$ cat src/rtl/seq_decoder_pkg.sv
// seq_decoder_pkg
//   Shared types and constants for the registered one-hot decoder:
//   - state_t   : FSM encoding (IDLE, PULSE, GAP)
//   - CNT_W     : width of the pulse/gap cycle counter and decode counter
//   - onehot_w  : one-hot output width for an N-bit code (2**N)
package seq_decoder_pkg;

  typedef enum logic [1:0] {
    IDLE  = 2'd0,
    PULSE = 2'd1,
    GAP   = 2'd2
  } state_t;

  localparam int CNT_W = 8;

  function automatic int onehot_w(input int n);
    return 1 << n;
  endfunction

endpackage

$ cat src/rtl/seq_decoder2to4_decoder_core.sv
// decoder_core
//   Purely combinational N-to-2**N one-hot decoder with enable.
//   Ports:
//     en     in   1      when low the output is all-zero
//     code   in   N      binary code
//     onehot out  2**N   bit [code] set when en is high
module decoder_core
  import seq_decoder_pkg::*;
#(
  parameter int N = 2
) (
  input  logic                   en,
  input  logic [N-1:0]           code,
  output logic [onehot_w(N)-1:0] onehot
);

  always_comb begin
    onehot = '0;
    if (en) begin
      onehot[code] = 1'b1;
    end
  end

endmodule

$ cat src/rtl/seq_decoder2to4.sv
// seq_decoder2to4
//   Registered, handshaked binary-to-one-hot decoder. An accepted code drives
//   its one-hot line of y for PULSE_LEN cycles, then y is held low for GAP_LEN
//   cycles before the next code can be accepted.
//
//   Handshake: a code transfers on a rising edge where a_valid && a_ready.
//   a_ready is a pure function of the FSM state (high only in IDLE) and never
//   looks at a_valid; a and a_valid are ignored whenever a_ready is low.
//
//   Ports:
//     clk        in   1      clock, rising edge
//     rst        in   1      synchronous, active-high reset
//     a_valid    in   1      code present on a
//     a          in   N      binary code
//     a_ready    out  1      block accepts a code this cycle
//     y          out  2**N   registered one-hot output, zero when not pulsing
//     busy       out  1      high in PULSE or GAP
//     done       out  1      high during the last PULSE cycle
//     dec_count  out  8      completed decodes, wraps modulo 256
//     state      out  2      current FSM state (debug)
module seq_decoder2to4
  import seq_decoder_pkg::*;
#(
  parameter int N         = 2,
  parameter int PULSE_LEN = 3,
  parameter int GAP_LEN   = 1
) (
  input  logic                   clk,
  input  logic                   rst,
  input  logic                   a_valid,
  input  logic [N-1:0]           a,
  output logic                   a_ready,
  output logic [onehot_w(N)-1:0] y,
  output logic                   busy,
  output logic                   done,
  output logic [CNT_W-1:0]       dec_count,
  output state_t                 state
);

  localparam int Y_W = onehot_w(N);

  // Counter load values: the counter holds "cycles remaining after this one".
  localparam logic [CNT_W-1:0] PULSE_LOAD = CNT_W'(PULSE_LEN - 1);
  localparam logic [CNT_W-1:0] GAP_LOAD   = CNT_W'((GAP_LEN > 0) ? GAP_LEN - 1 : 0);

  state_t           state_next;
  logic [CNT_W-1:0] cnt, cnt_next;
  logic [N-1:0]     code_q, code_next;
  logic [CNT_W-1:0] count_next;
  logic [Y_W-1:0]   y_next;

  // y is registered from the *next* state and code, so it rises the cycle
  // after the accept edge and drops on the same edge that leaves PULSE.
  // Only one code feeds the decoder, so y can never be multi-hot.
  decoder_core #(.N(N)) u_core (
    .en     (state_next == PULSE),
    .code   (code_next),
    .onehot (y_next)
  );

  // State register
  always_ff @(posedge clk) begin
    if (rst) begin
      state     <= IDLE;
      cnt       <= '0;
      code_q    <= '0;
      dec_count <= '0;
      y         <= '0;
    end else begin
      state     <= state_next;
      cnt       <= cnt_next;
      code_q    <= code_next;
      dec_count <= count_next;
      y         <= y_next;
    end
  end

  // Next-state logic
  always_comb begin
    state_next = state;
    cnt_next   = cnt;
    code_next  = code_q;
    count_next = dec_count;
    case (state)
      IDLE: begin
        if (a_valid) begin
          code_next  = a;
          cnt_next   = PULSE_LOAD;
          state_next = PULSE;
        end
      end
      PULSE: begin
        if (cnt == '0) begin
          count_next = dec_count + CNT_W'(1);
          if (GAP_LEN > 0) begin
            state_next = GAP;
            cnt_next   = GAP_LOAD;
          end else begin
            state_next = IDLE;
          end
        end else begin
          cnt_next = cnt - CNT_W'(1);
        end
      end
      GAP: begin
        if (cnt == '0) begin
          state_next = IDLE;
        end else begin
          cnt_next = cnt - CNT_W'(1);
        end
      end
      default: begin
        state_next = IDLE;
      end
    endcase
  end

  // Outputs decoded from state only
  always_comb begin
    a_ready = (state == IDLE);
    busy    = (state != IDLE);
    done    = (state == PULSE) && (cnt == '0);
  end

endmodule

$ cat config.mk
export PLATFORM = sky130hd
export DESIGN_NAME = seq_decoder2to4
export DESIGN_NICKNAME = d
export VERILOG_FILES = /design/src/rtl/seq_decoder_pkg.sv /design/src/rtl/seq_decoder2to4_decoder_core.sv /design/src/rtl/seq_decoder2to4.sv
export SDC_FILE = /design/constraint.sdc
export NUM_CORES = 1
export LEC_CHECK = 0
export ABC_AREA = 0
export ABC_CLOCK_PERIOD_IN_PS = 6500
export CAP_MARGIN = 5
export CORE_AREA = 2 2 43 64
export CTS_BUF_LIST = sky130_fd_sc_hd__clkbuf_8
export CTS_CLUSTER_DIAMETER = 50
export DETAILED_ROUTE_END_ITERATION = 10
export DIE_AREA = 0 0 45 66
export MAX_ROUTING_LAYER = met4
export PLACE_DENSITY = 0.88
export SLEW_MARGIN = 15
export SYNTH_ARGS = -nofsm -noshare
export SYNTH_HDL_FRONTEND = slang
export SYNTH_SLANG_ARGS = --single-unit
$ cat constraint.sdc
create_clock -name clk -period 6.5 [get_ports clk]
set_clock_uncertainty 0.2 [all_clocks]
set_input_delay 1.625 -clock clk [delete_from_list [all_inputs] [get_ports clk]]
set_output_delay 1.625 -clock clk [all_outputs]
set_load 0.01 [all_outputs]
==> reports/qor.yml <==
run_status:
  outcome: "complete, no violations"
final_layout:
  multiInputGateArea_um2: 722
  synthToLayoutAreaGrowth_pct: 22.1
  finalInstanceArea_um2: 1560
  layout-drive-gt1-share_pct: 9.82
  nNetsFinal: 176
  final_common_cell: "dfxtp_1"
  layout_common_cells: "dfxtp_1 (24), clkdlybuf4s50_1 (21), inv_1 (11), nand2_1 (11), a21oi_1 (10)"
  fillers: 206
  instances_no_fill: 187
  diodes: 0
  seqCellArea_um2: 480
place:
  port_buffers: 21
  place_inst: 183
  dpl.hpwl_mm: 2.07
  place_area_um2: 1480
  gp_congestion: 0.823
power_and_ir_drop:
  vdd_drop_max_v: 0.000214
  powerDensity_nw_per_um2: 415
  leakagePower_nw: 0.615
  totalPowerFinal_mw: 0.646
sta:
  max_freq_ghz: 0.247
  fin_crit_ns: 4.05
  worst_pin_slew_ns: 0.676
  fin_crit_sh_pct: 62.3
  slew-limit-headroom_pct: 54.6
  rsz0062_at_grt: "false"
  hold_violations: 0
  setup_violations: 0
  setup_tns_ns: 0
  slew_violations: 0
clock_network:
  cts.htree.levels: 1
  root_buffer: "clkbuf_8"
  cts_post_setup_buffers_inserted: 0
  clk_pin_slew_ns: 0.09
  cts_tree: "done"
  cts_buffer_depth: 2
  cts_resized: 0
  cts_sinks: 24
  hold_buffers: 0
  clkLatencyLatePin_ns: 0.27
  numCtsBuffers: 3
logic_synthesis:
  synth-seq-cells: 24
  syn_area_um2: 1270
  postSynthAreaPerCell_um2: 8.91
  synth_cells: 143
  ys_types: 38
  seq_area_frac_synth_pct: 37.7
  ys_warn_count: 0
  synth_nets: 155
worst_hold_path:
  hold_start: "dec_count[7]"
  hold-path-cell-count: 2
  hp-class: "reg -> reg"
  whs_endpoint: "dec_count[7]"
die:
  io_pins: 22
  coreArea_um2: 2420
  die_height_um: 66
  dieWidth_um: 45
  floorplan.initialDensity_pct: 52.6
  num_rows: 22
  design.die.area_um2: 2970
critical_path:
  critPathMaxFanout: 12
  reg2reg_depth: 6
  r2r_slack_ns: 4.16
  cp.required_ns: 4.68
  worstPathCellList: "nor4_4 -> nand3_4 -> inv_1 -> clkdlybuf4s50_1"
  r2r-end: "cnt[3]"
  critical_path_class: "reg -> out"
  setup.worst_path.end_class: "output port"
  cp.arrival_ns: 2.23
  r2r_start: "state[0]"
  start_kind: "flop"
  cpPeakStageDelay_ns: 0.66
  cp_slowest_cell: "nor4_4"
drt:
  remaining_drc_errors: 0
  via_count: 1154
  ant_nets: 0
  drt-total-wl_mm: 2.64
  dr.pass1.iters: 4
  wl_per_cell_um: 14.1
  drt_iter0_markers: 25
  via_per_inst: 6.17
flow_run:
  maxCapViolations: 0
global_routing:
  overflow: 0
  grt_max_degree: 15
  grt_pass1_wl_mm: 4.38
  first_global_vias: 1042
  grt.total_usage_pct: 19.5
  antenna_found_initial: 0
## cell usage after synthesis
master	count	share of area [%]
a2111oi_2	1	1.2
a211o_1	1	0.69
a211oi_1	1	0.59
a21bo_2	1	0.79
a21oi_1	10	3.9
a221oi_2	1	1.2
a31oi_1	6	2.9
and2_1	1	0.49
and3_1	2	0.98
and3_2	1	0.59
and4_1	1	0.69
buf_2	3	1.2
buf_6	1	0.88
clkbuf_1	1	0.29
dfxtp_1	24	38
ha_1	7	6.9
inv_1	11	3.2
mux2i_1	2	1.6
nand2_1	11	3.2
nand2b_1	2	0.98
nand3_4	1	1.4
nand4_1	5	2.5
nor2_1	9	2.7
nor2b_1	1	0.49
nor3_1	4	1.6
nor3b_4	1	1.5
nor4_1	3	1.5
nor4_4	1	1.7
nor4b_1	1	0.69
o21ai_0	7	2.8
o311a_1	1	0.79
o31ai_1	6	3.5
or2_2	1	0.49
or3_1	1	0.49
or3_2	4	2.4
or4_1	5	2.9
xnor2_1	2	1.4
xor2_1	2	1.4
## cell type report
class,instances,share of cell area (%)
clock buffer,3,2.65
sequential,24,30.9
multi-input combinational,103,46.4
timing repair buffer,21,13.5
inverter,11,2.65
tap,24,1.93
clock inverter,1,1.93
## through the flow
step	hold slack, ns	setup WS (ns)	util [%]
after floorplan	0.276	3.47	-
after global placement	0.274	2.80	61.3
after detailed placement	0.284	2.74	61.3
after CTS	0.297	2.45	64.2
after global routing	0.319	2.29	64.2
final	0.294	2.45	64.2
## worst max-delay path, delay by kind of cell, from the launching register on
family	cells	cell delay [ns]
buffers and inverters	2	0.70
DFF	1	0.38
and+or+nand+nor	2	0.87
## report_power, final
group          switching [mW]  leakage [nW]  internal, mW
Clock                  0.0488        0.0357        0.0824
Combinational           0.169         0.384         0.129
Sequential             0.0397         0.195         0.177
Total                   0.257         0.615         0.389
## logic make-up after synthesis
kind of cell	count (synthesis)	share of synthesized area [%]
AND/OR/NAND/NOR	55	27.1
AO/OA/AOI/OAI	35	18.4
flip-flops	24	37.7
buffers and inverters	16	5.60
adder cells (fa/ha/maj)	7	6.88
XOR/XNOR	4	2.75
multiplexers	2	1.57
## state kept, by name (all words and copies together) (netlist names)
register / cells
code_q: 2
cnt: 8
dec_count: 8
y: 4
state: 2
## routing by layer
layer	GRT usage, %	part of all wire [%]	up-vias
met4	6.99	1.6	0
met1	21.9	39	556
met5	-	0	-
met2	35.0	56	31
li1	-	-	562
met3	1.09	3.0	5
## how the worst max path moves through the flow
stage                start  slack (ns)    to  cells after the start
finish              cnt[2]        2.45  done                      4
global route        cnt[2]        2.29  done                      4
CTS                 cnt[2]        2.45  done                      4
detailed placement  cnt[2]        2.74  done                      4
global placement    cnt[2]        2.80  done                      4
floorplan           cnt[0]        3.47  done                      5
Power figures use the tool's default switching activity.
